[src/rtl/core_pkg.sv]
// core_pkg: definitions shared by the RV32I core blocks.
//   seq_state_t : sequencer state encoding (BOOT, FETCH, DECODE, EXEC, WB, HALT)
//   INSTR_NOP   : addi x0,x0,0, the instruction register value after reset
//   XLEN        : architectural data width
package core_pkg;

  localparam int XLEN = 32;

  localparam logic [XLEN-1:0] INSTR_NOP = 32'h0000_0013;

  typedef enum logic [2:0] {
    BOOT   = 3'd0,
    FETCH  = 3'd1,
    DECODE = 3'd2,
    EXEC   = 3'd3,
    WB     = 3'd4,
    HALT   = 3'd5
  } seq_state_t;

endpackage

[src/rtl/core_sequencer.sv]
// core_sequencer: multi-cycle instruction sequencer for the RV32I core.
// Owns the PC and instruction register, fetches over a req/ack handshake and
// walks each instruction through DECODE, EXEC and WB so the combinational
// decoder and ALU see stable inputs. Write strobes from the decoder are gated
// to the single WB cycle. Counts retired instructions, supports halt/resume
// and flags a sticky fetch timeout.
//
// Ports:
//   clk, rst                 clock, synchronous active-high reset
//   imem_req / imem_addr     fetch request and word address (addr == pc)
//   imem_ack / imem_rdata    fetch completion and instruction word
//   instr                    instruction register
//   regwrite_dec/gpio_we_dec decoder strobes
//   regwrite_en/gpio_we_en   strobes gated to WB
//   jump_valid/jump_target   redirect, sampled in EXEC
//   halt_req                 sampled in WB
//   resume                   sampled in HALT
//   pc, instret              current PC, retired-instruction count
//   halted, fault            in HALT, sticky fetch-timeout flag
//   state                    current sequencer state (debug visibility)
//
// Fetch handshake: imem_req is high for every FETCH cycle and imem_addr is
// stable while it is high. A cycle with imem_req and imem_ack both high
// transfers imem_rdata into instr. imem_ack while imem_req is low is ignored.
module core_sequencer
  import core_pkg::*;
#(
  parameter int              PC_W     = 12,
  parameter logic [PC_W-1:0] RESET_PC = '0,
  parameter int              TIMEOUT  = 15
) (
  input  logic              clk,
  input  logic              rst,
  output logic              imem_req,
  output logic [PC_W-1:0]   imem_addr,
  input  logic              imem_ack,
  input  logic [XLEN-1:0]   imem_rdata,
  output logic [XLEN-1:0]   instr,
  input  logic              regwrite_dec,
  input  logic              gpio_we_dec,
  output logic              regwrite_en,
  output logic              gpio_we_en,
  input  logic              jump_valid,
  input  logic [PC_W-1:0]   jump_target,
  input  logic              halt_req,
  input  logic              resume,
  output logic [PC_W-1:0]   pc,
  output logic [XLEN-1:0]   instret,
  output logic              halted,
  output logic              fault,
  output seq_state_t        state
);

  localparam int CNT_W = (TIMEOUT > 0) ? $clog2(TIMEOUT + 1) : 1;
  localparam logic [CNT_W-1:0] CNT_MAX = CNT_W'(TIMEOUT);

  seq_state_t      state_q, state_d;
  logic [PC_W-1:0] pc_q;
  logic [XLEN-1:0] instr_q;
  logic [XLEN-1:0] instret_q;
  logic            fault_q;
  logic [CNT_W-1:0] cnt_q;
  logic            jump_pend_q;
  logic [PC_W-1:0] jump_tgt_q;

  // The counter holds the number of ack-less FETCH cycles already seen, so
  // timeout fires in the (TIMEOUT+1)-th FETCH cycle. An ack always wins.
  logic timeout_hit;
  assign timeout_hit = (cnt_q == CNT_MAX);

  always_comb begin
    state_d = state_q;
    case (state_q)
      BOOT:    state_d = FETCH;
      FETCH: begin
        if (imem_ack)         state_d = DECODE;
        else if (timeout_hit) state_d = HALT;
      end
      DECODE:  state_d = EXEC;
      EXEC:    state_d = WB;
      WB:      state_d = halt_req ? HALT : FETCH;
      HALT: begin
        // A faulted core leaves HALT only through reset.
        if (resume && !fault_q) state_d = FETCH;
      end
      default: state_d = BOOT;
    endcase
  end

  // Strobes decode the state register only; the decoder strobes are the
  // sole inputs allowed to reach an output combinationally.
  always_comb begin
    imem_req    = (state_q == FETCH);
    regwrite_en = (state_q == WB) && regwrite_dec;
    gpio_we_en  = (state_q == WB) && gpio_we_dec;
    halted      = (state_q == HALT);
  end

  always_ff @(posedge clk) begin
    if (rst) begin
      state_q     <= BOOT;
      pc_q        <= RESET_PC;
      instr_q     <= INSTR_NOP;
      instret_q   <= '0;
      fault_q     <= 1'b0;
      cnt_q       <= '0;
      jump_pend_q <= 1'b0;
      jump_tgt_q  <= '0;
    end else begin
      state_q <= state_d;
      case (state_q)
        FETCH: begin
          if (imem_ack) begin
            instr_q <= imem_rdata;
            cnt_q   <= '0;
          end else if (timeout_hit) begin
            fault_q <= 1'b1;
            cnt_q   <= '0;
          end else begin
            cnt_q <= cnt_q + 1'b1;
          end
        end
        EXEC: begin
          if (jump_valid) begin
            jump_pend_q <= 1'b1;
            jump_tgt_q  <= jump_target;
          end
        end
        WB: begin
          pc_q        <= jump_pend_q ? jump_tgt_q : pc_q + 1'b1;
          jump_pend_q <= 1'b0;
          instret_q   <= instret_q + 1'b1;
        end
        default: ;
      endcase
    end
  end

  assign imem_addr = pc_q;
  assign pc        = pc_q;
  assign instr     = instr_q;
  assign instret   = instret_q;
  assign fault     = fault_q;
  assign state     = state_q;

endmodule
[config.mk]
export PLATFORM = sky130hd
export DESIGN_NAME = core_sequencer
export DESIGN_NICKNAME = d
export VERILOG_FILES = /design/src/rtl/core_pkg.sv /design/src/rtl/core_sequencer.sv
export SDC_FILE = /design/constraint.sdc
export NUM_CORES = 1
export LEC_CHECK = 0
export ABC_AREA = 1
export CORE_MARGIN = 2
export CORE_UTILIZATION = 42
export DETAILED_ROUTE_END_ITERATION = 16
export PLACE_DENSITY = 0.86
export SLEW_MARGIN = 20
export SYNTH_ARGS = -nofsm -noshare
export SYNTH_HDL_FRONTEND = slang
export SYNTH_SLANG_ARGS = --single-unit
[constraint.sdc]
create_clock -name clk -period 1.3 [get_ports clk]
set_input_delay 0.26 -clock clk [delete_from_list [all_inputs] [get_ports clk]]
set_output_delay 0.26 -clock clk [all_outputs]
set_load 0.02 [all_outputs]
Word-level counts from Yosys, hierarchy flattened
Cells that the tools add are included.
- bits in registers: 97
- input port bits: 52
- output and inout port bits: 96
- logic and storage cells: 42
- reductions and logical operators: 11
- bitwise logic cells: 1
- multiplexer cells: 10
- add/subtract/negate cells: 3
- equality and inequality tests: 9
- operators with widths (kind ; number):
    32-bit by 1-bit adder with 32-bit output, second input constant ; 1
    3-bit one-hot mux with 6 select lines ; 1
    12-bit by 1-bit adder with 12-bit output, second input constant ; 1
    12-bit 2-to-1 mux ; 1
    3-bit 2-to-1 mux ; 4
    4-bit 2-to-1 mux ; 2
    2-bit AND reduction ; 4
    3-bit by 2-bit == test with 1-bit output, second input constant ; 2
    3-bit == test, second input constant ; 2
    4-bit by 1-bit adder with 4-bit output, second input constant ; 1
    4-bit == test, second input constant ; 1
    3-bit by 1-bit == test with 1-bit output, second input constant ; 1
    1-bit logical AND ; 3
    3-bit logical NOT ; 1
    3-bit by 1-bit != test with 1-bit output, second input constant ; 1
    3-bit AND reduction ; 1
    2-bit by 1-bit != test with 1-bit output, second input constant ; 1
    2-bit != test, second input constant ; 1
    1-bit one-hot mux with 2 select lines ; 1
    2-bit nonzero test ; 1
    1-bit logical NOT ; 1
    1-bit 2-to-1 mux ; 1
    1-bit NOT ; 1

Longest topological paths before layout
Gate-level depths: netlist of the first run.
- word-level depth: 4
- mapped depth: 10
- depth with buffers taken out: 10

Worst setup path after synthesis of the first run
No wires, ideal clock.
- kind: reg2reg
- from: reg state_q[0] (netlist: state[0])
- to: reg instr_q[16] (netlist: instr[16])
- clock period less this slack: 1.568 ns
- data arrival time: 1.453 ns
- setup slack: -0.268 ns
- library setup time: 0.116 ns
- cell stages (with the launch flop): 9
- required time: 1.184 ns
- path buffers: 1
- cell sequence: dfxtp_1 nand2_2 nor2_4 inv_2 nor2_8 inv_4 buf_4 nor2_1 nor2_1
- cells in the longest elaborated chain, start to end: 2
- ends and longest elaborated chain (what ; RTL line ; text):
    start, declared ; core_sequencer.sv:57 ; seq_state_t state_q, state_d;
    start signal, assigned ; core_sequencer.sv:110 ; state_q <= state_d;
    3-bit by 1-bit == test with 1-bit output ; - ;
    net imem_req ; core_sequencer.sv:34 ; output logic imem_req,
    2-bit AND reduction (no line) ; - ;
    end signal, assigned ; core_sequencer.sv:114 ; instr_q <= imem_rdata;
    end, declared ; core_sequencer.sv:59 ; logic [XLEN-1:0] instr_q;
The timed path passes the listed nets, and every way through them passes these cells.
A chain may end at the register's enable or synchronous reset.

Worst setup path after layout of the first run
- from: reg state_q[0] (netlist: state[0])
- to: reg instr_q[11] (netlist: instr[11])
- cells in the longest elaborated chain, start to end: 2
- ends and longest elaborated chain (what ; RTL line ; text):
    3-bit by 1-bit == test with 1-bit output ; core_sequencer.sv:111 ; case (state_q)
    2-bit AND reduction (no line) ; - ;
Every way passes these cells.

==> results_dict.tcl, run 1 <==
set metrics [dict create \
    maxCapViolations 0 \
    dieHeight_um 109 \
    die-area_mm2 0.0118 \
    drive_gt1_share_pct 41.8 \
    io_buffers 147 \
    hold-path-cell-count 2 \
    synth_cells 652 \
    antenna_found_initial 0 \
    switchingPower_mw 1.81 \
    pin_count 148 \
    worstSetupEndpointType "register" \
    min_to "instr[4]$_SDFFE_PP1P_" \
    cp_slowest_cell "dfxtp_4" \
    initial_utilization_pct 42.7 \
    num_rows 38 \
    wl_um 16000 \
    clkSinkCount 97 \
    crit_chain "buf_4, nand2_4, nor2_4, buf_6, inv_4, nor2_8, buf_12, clkbuf_16, o21ai_0, nor2_1" \
    setup_ws_ps -236 \
    crit_type "register to register" \
    synth_seq_area_share_pct 42.3 \
    p_seq_share_pct 50.1 \
    first_iter_violations 354 \
    critPathArrivalTime_ps 1820 \
    cts_max_level 3 \
    fin_skew_ps 8.49 \
    layout_common_cells "105 x nand2_1, 83 x nor2_1, 77 x buf_4" \
    grt_util_all_layers_pct 23.7 \
    min_path_type "register to register" \
    grt_pass1_wl_um 22100 \
    crit_required_ps 1590 \
    grt-ovfl-total 0 \
    yosysWarnings 0 \
    finalCriticalPeriod_ps 1540 \
    area_growth_syn_to_layout_pct 64.7 \
    clk_path_buf_depth 2 \
    crit_family "buffers and inverters" \
    max-slew-margin-rel_pct 71.4 \
    ys_ff_latch 97 \
    antenna_left 0 \
    first_pass_iters 5 \
    setup_viol 76 \
    critPathBufInv 5 \
    hold_violations 0 \
    crit_path_max_fanout 8 \
    whs_ps 462 \
    coreArea_mm2 0.0107 \
    die_w_um 109 \
    globalplace.congestion 0.913 \
    p_per_area_mw_per_mm2 835 \
    status "complete, but fails checks" \
    vias_per_cell 5.29 \
    power_mw 6.32 \
    num_vias 5426 \
    clkPwrFrac_pct 28.7 \
    grt_max_degree 41 \
    tightest_slew_ps 429 \
    critPathLaunchType "register" \
    reg2reg_depth 10 \
    cts_buffers 9 \
    rr_endpoint "instr[11]$_SDFFE_PP0P_" \
    rr_startpoint "state[0]$_SDFFE_PP0P_" \
    fin_crit_sh_pct 118 \
    clock-root-buffer "clkbuf_8" \
    slowest_delay_ps 390 \
    rsz0062_at_grt "true" \
    hp-start "instr[4]$_SDFFE_PP1P_" \
    final_cell_count_no_fill 1025 \
    dp.cells 980 \
    avgSynthCellArea_um2 7.04 \
    hpwl_um 9610 \
    grt_pass1_vias 4892 \
    synth_cell_types 40 \
    rrSetupSlack_ps -240 \
    clock_latency_ps 350 \
    layout_commonest_cell "nand2_1" \
    p_sw_share_pct 28.7 \
    cts_tree "done" \
    peakVddDrop_mv 0.665 \
    combPwrFrac_pct 21.2 \
    drc 0 \
    netlist_area_mm2 0.00459 \
    maxSlewViolCount 0 \
    p_leak_nw 3.22 \
    fin_nets 935 \
    routedWlPerCell_um 15.6 \
    fmax_ghz 0.651 \
    synth_nets 707 \
    violations "negative setup slack" \
    cts.clk_slew.worst_paths_ps 90 \
    diodes 0 \
    p_int_mw 4.50 \
]
## logic make-up (layout without fill, tap and decap cells)
logic type | after synthesis | count (layout) | synth area share (%)
and+or+nand+nor | 321 | 321 | 31.6
AOI/OAI and AO/OA | 120 | 120 | 13.8
buffers and inverters | 106 | 339 | 10.5
DFF | 97 | 97 | 42.3
xor gates and xnor gates | 5 | 5 | 0.954
adders and majority gates | 3 | 3 | 0.818
## metrics by stage
stage          worst slack, ps  TNS, ps  instance area [um2]  utilization (%)
2_1_floorplan            -70.7    -2160                 4690                -
3_3_place_gp              -396    -9250                 6750             62.8
3_5_place_dp              -440   -13620                 6750             62.8
4_1_cts                   -209    -9250                 7200             67.0
5_1_grt                   -306   -17640                 7560             70.4
6_report                  -236   -11750                 7560             70.4
## cell type report
class | instances | area (um2)
Clock buffer | 13 | 159
Sequential cell | 97 | 2020
Inverter | 70 | 303
Timing Repair inverter | 3 | 47.5
Tap cell | 140 | 175
Clock inverter | 3 | 15.0
Fill cell | 777 | 3180
Multi-Input combinational cell | 449 | 2650
Timing Repair Buffer | 250 | 2190
## power groups by stage
stage / Combinational (mW) / Sequential [mW] / Clock (mW)
6_report: 1.34 / 3.16 / 1.81
5_1_grt: 1.42 / 3.17 / 1.98
4_1_cts: 1.11 / 3.16 / 1.89
3_5_place_dp: 1.08 / 3.23 / 0
3_3_place_gp: 1.07 / 3.23 / 0
2_1_floorplan: 0.372 / 3.36 / 0
## registers in the layout, indices dropped and copies added, names as in the netlist
signal and flops:
fault 1, cnt_q 4, jump_tgt_q 12, instret 32, jump_pend_q 1, imem_addr 12, instr 32, state 3
## metal layers
layer / routed length (um) / vias to the layer above / GRT usage (%)
li1: - / 2556 / -
met1: 6010 / 2554 / 27.2
met2: 8270 / 263 / 41.8
met3: 1180 / 53 / 6.75
met4: 561 / 0 / 8.42
met5: 0 / - / 0
## cell usage after synthesis (all sizes together)
master / instances / area, um2
a2bb2oi: 1 / 8.76
o22ai: 3 / 18.8
nor2: 134 / 596
xor2: 3 / 26.3
nand3: 36 / 198
and3: 1 / 6.26
nor3: 13 / 70.1
inv: 69 / 262
o21ai: 60 / 300
xnor2: 2 / 17.5
ha: 3 / 37.5
clkinv: 1 / 3.75
clkbuf: 12 / 45.0
nand2: 121 / 464
a211oi: 5 / 37.5
a22oi: 1 / 7.51
a21oi: 46 / 230
o21bai: 1 / 7.51
dfxtp: 97 / 1940
buf: 24 / 171
nand4: 13 / 96.3
nand3b: 3 / 22.5
a221oi: 1 / 8.76
a31oi: 1 / 6.26
o31ai: 1 / 7.51
## worst reg2reg max path: cells and delay by family (launching register included)
kind,cells,cell delay (ps)
compound gates,1,90
buf+inv,5,570
flops,1,390
simple gates,4,440
## worst max path at each step
stage | startpoint | end | cells past startpoint
global route | state[0]$_SDFFE_PP0P_ | instr[11]$_SDFFE_PP0P_ | 10
floorplan | state[2]$_SDFFE_PP0P_ | instr[26]$_SDFFE_PP0P_ | 9
global placement | gpio_we_dec | gpio_we_en | 4
CTS | state[1]$_SDFFE_PP0P_ | instret[24]$_SDFFE_PP0N_ | 10
finish | state[0]$_SDFFE_PP0P_ | instr[11]$_SDFFE_PP0P_ | 10
detailed placement | regwrite_dec | regwrite_en | 4
## repair_timing
item                                    in CTS  in global routing
pin swaps                                   28                 38
gates cloned                                 0                  8
gates resized for setup                    353                191
endpoints found under the setup margin     169                161
buffers inserted                             8                 16
hold buffers                                 0                  0
(Power assumes the default switching activity.)
==> run 2: changes to the inputs <==
--- a/config.mk
+++ b/config.mk
@@ -8,7 +8,9 @@
 export ABC_AREA = 1
 export CORE_MARGIN = 2
 export CORE_UTILIZATION = 42
+export CTS_CLUSTER_DIAMETER = 150
 export DETAILED_ROUTE_END_ITERATION = 16
+export HOLD_SLACK_MARGIN = 0.03
 export PLACE_DENSITY = 0.86
 export SLEW_MARGIN = 20
 export SYNTH_ARGS = -nofsm -noshare
==> results of run 2 <==
No change in the layout: final DEF, timing and power equal those of run 1.
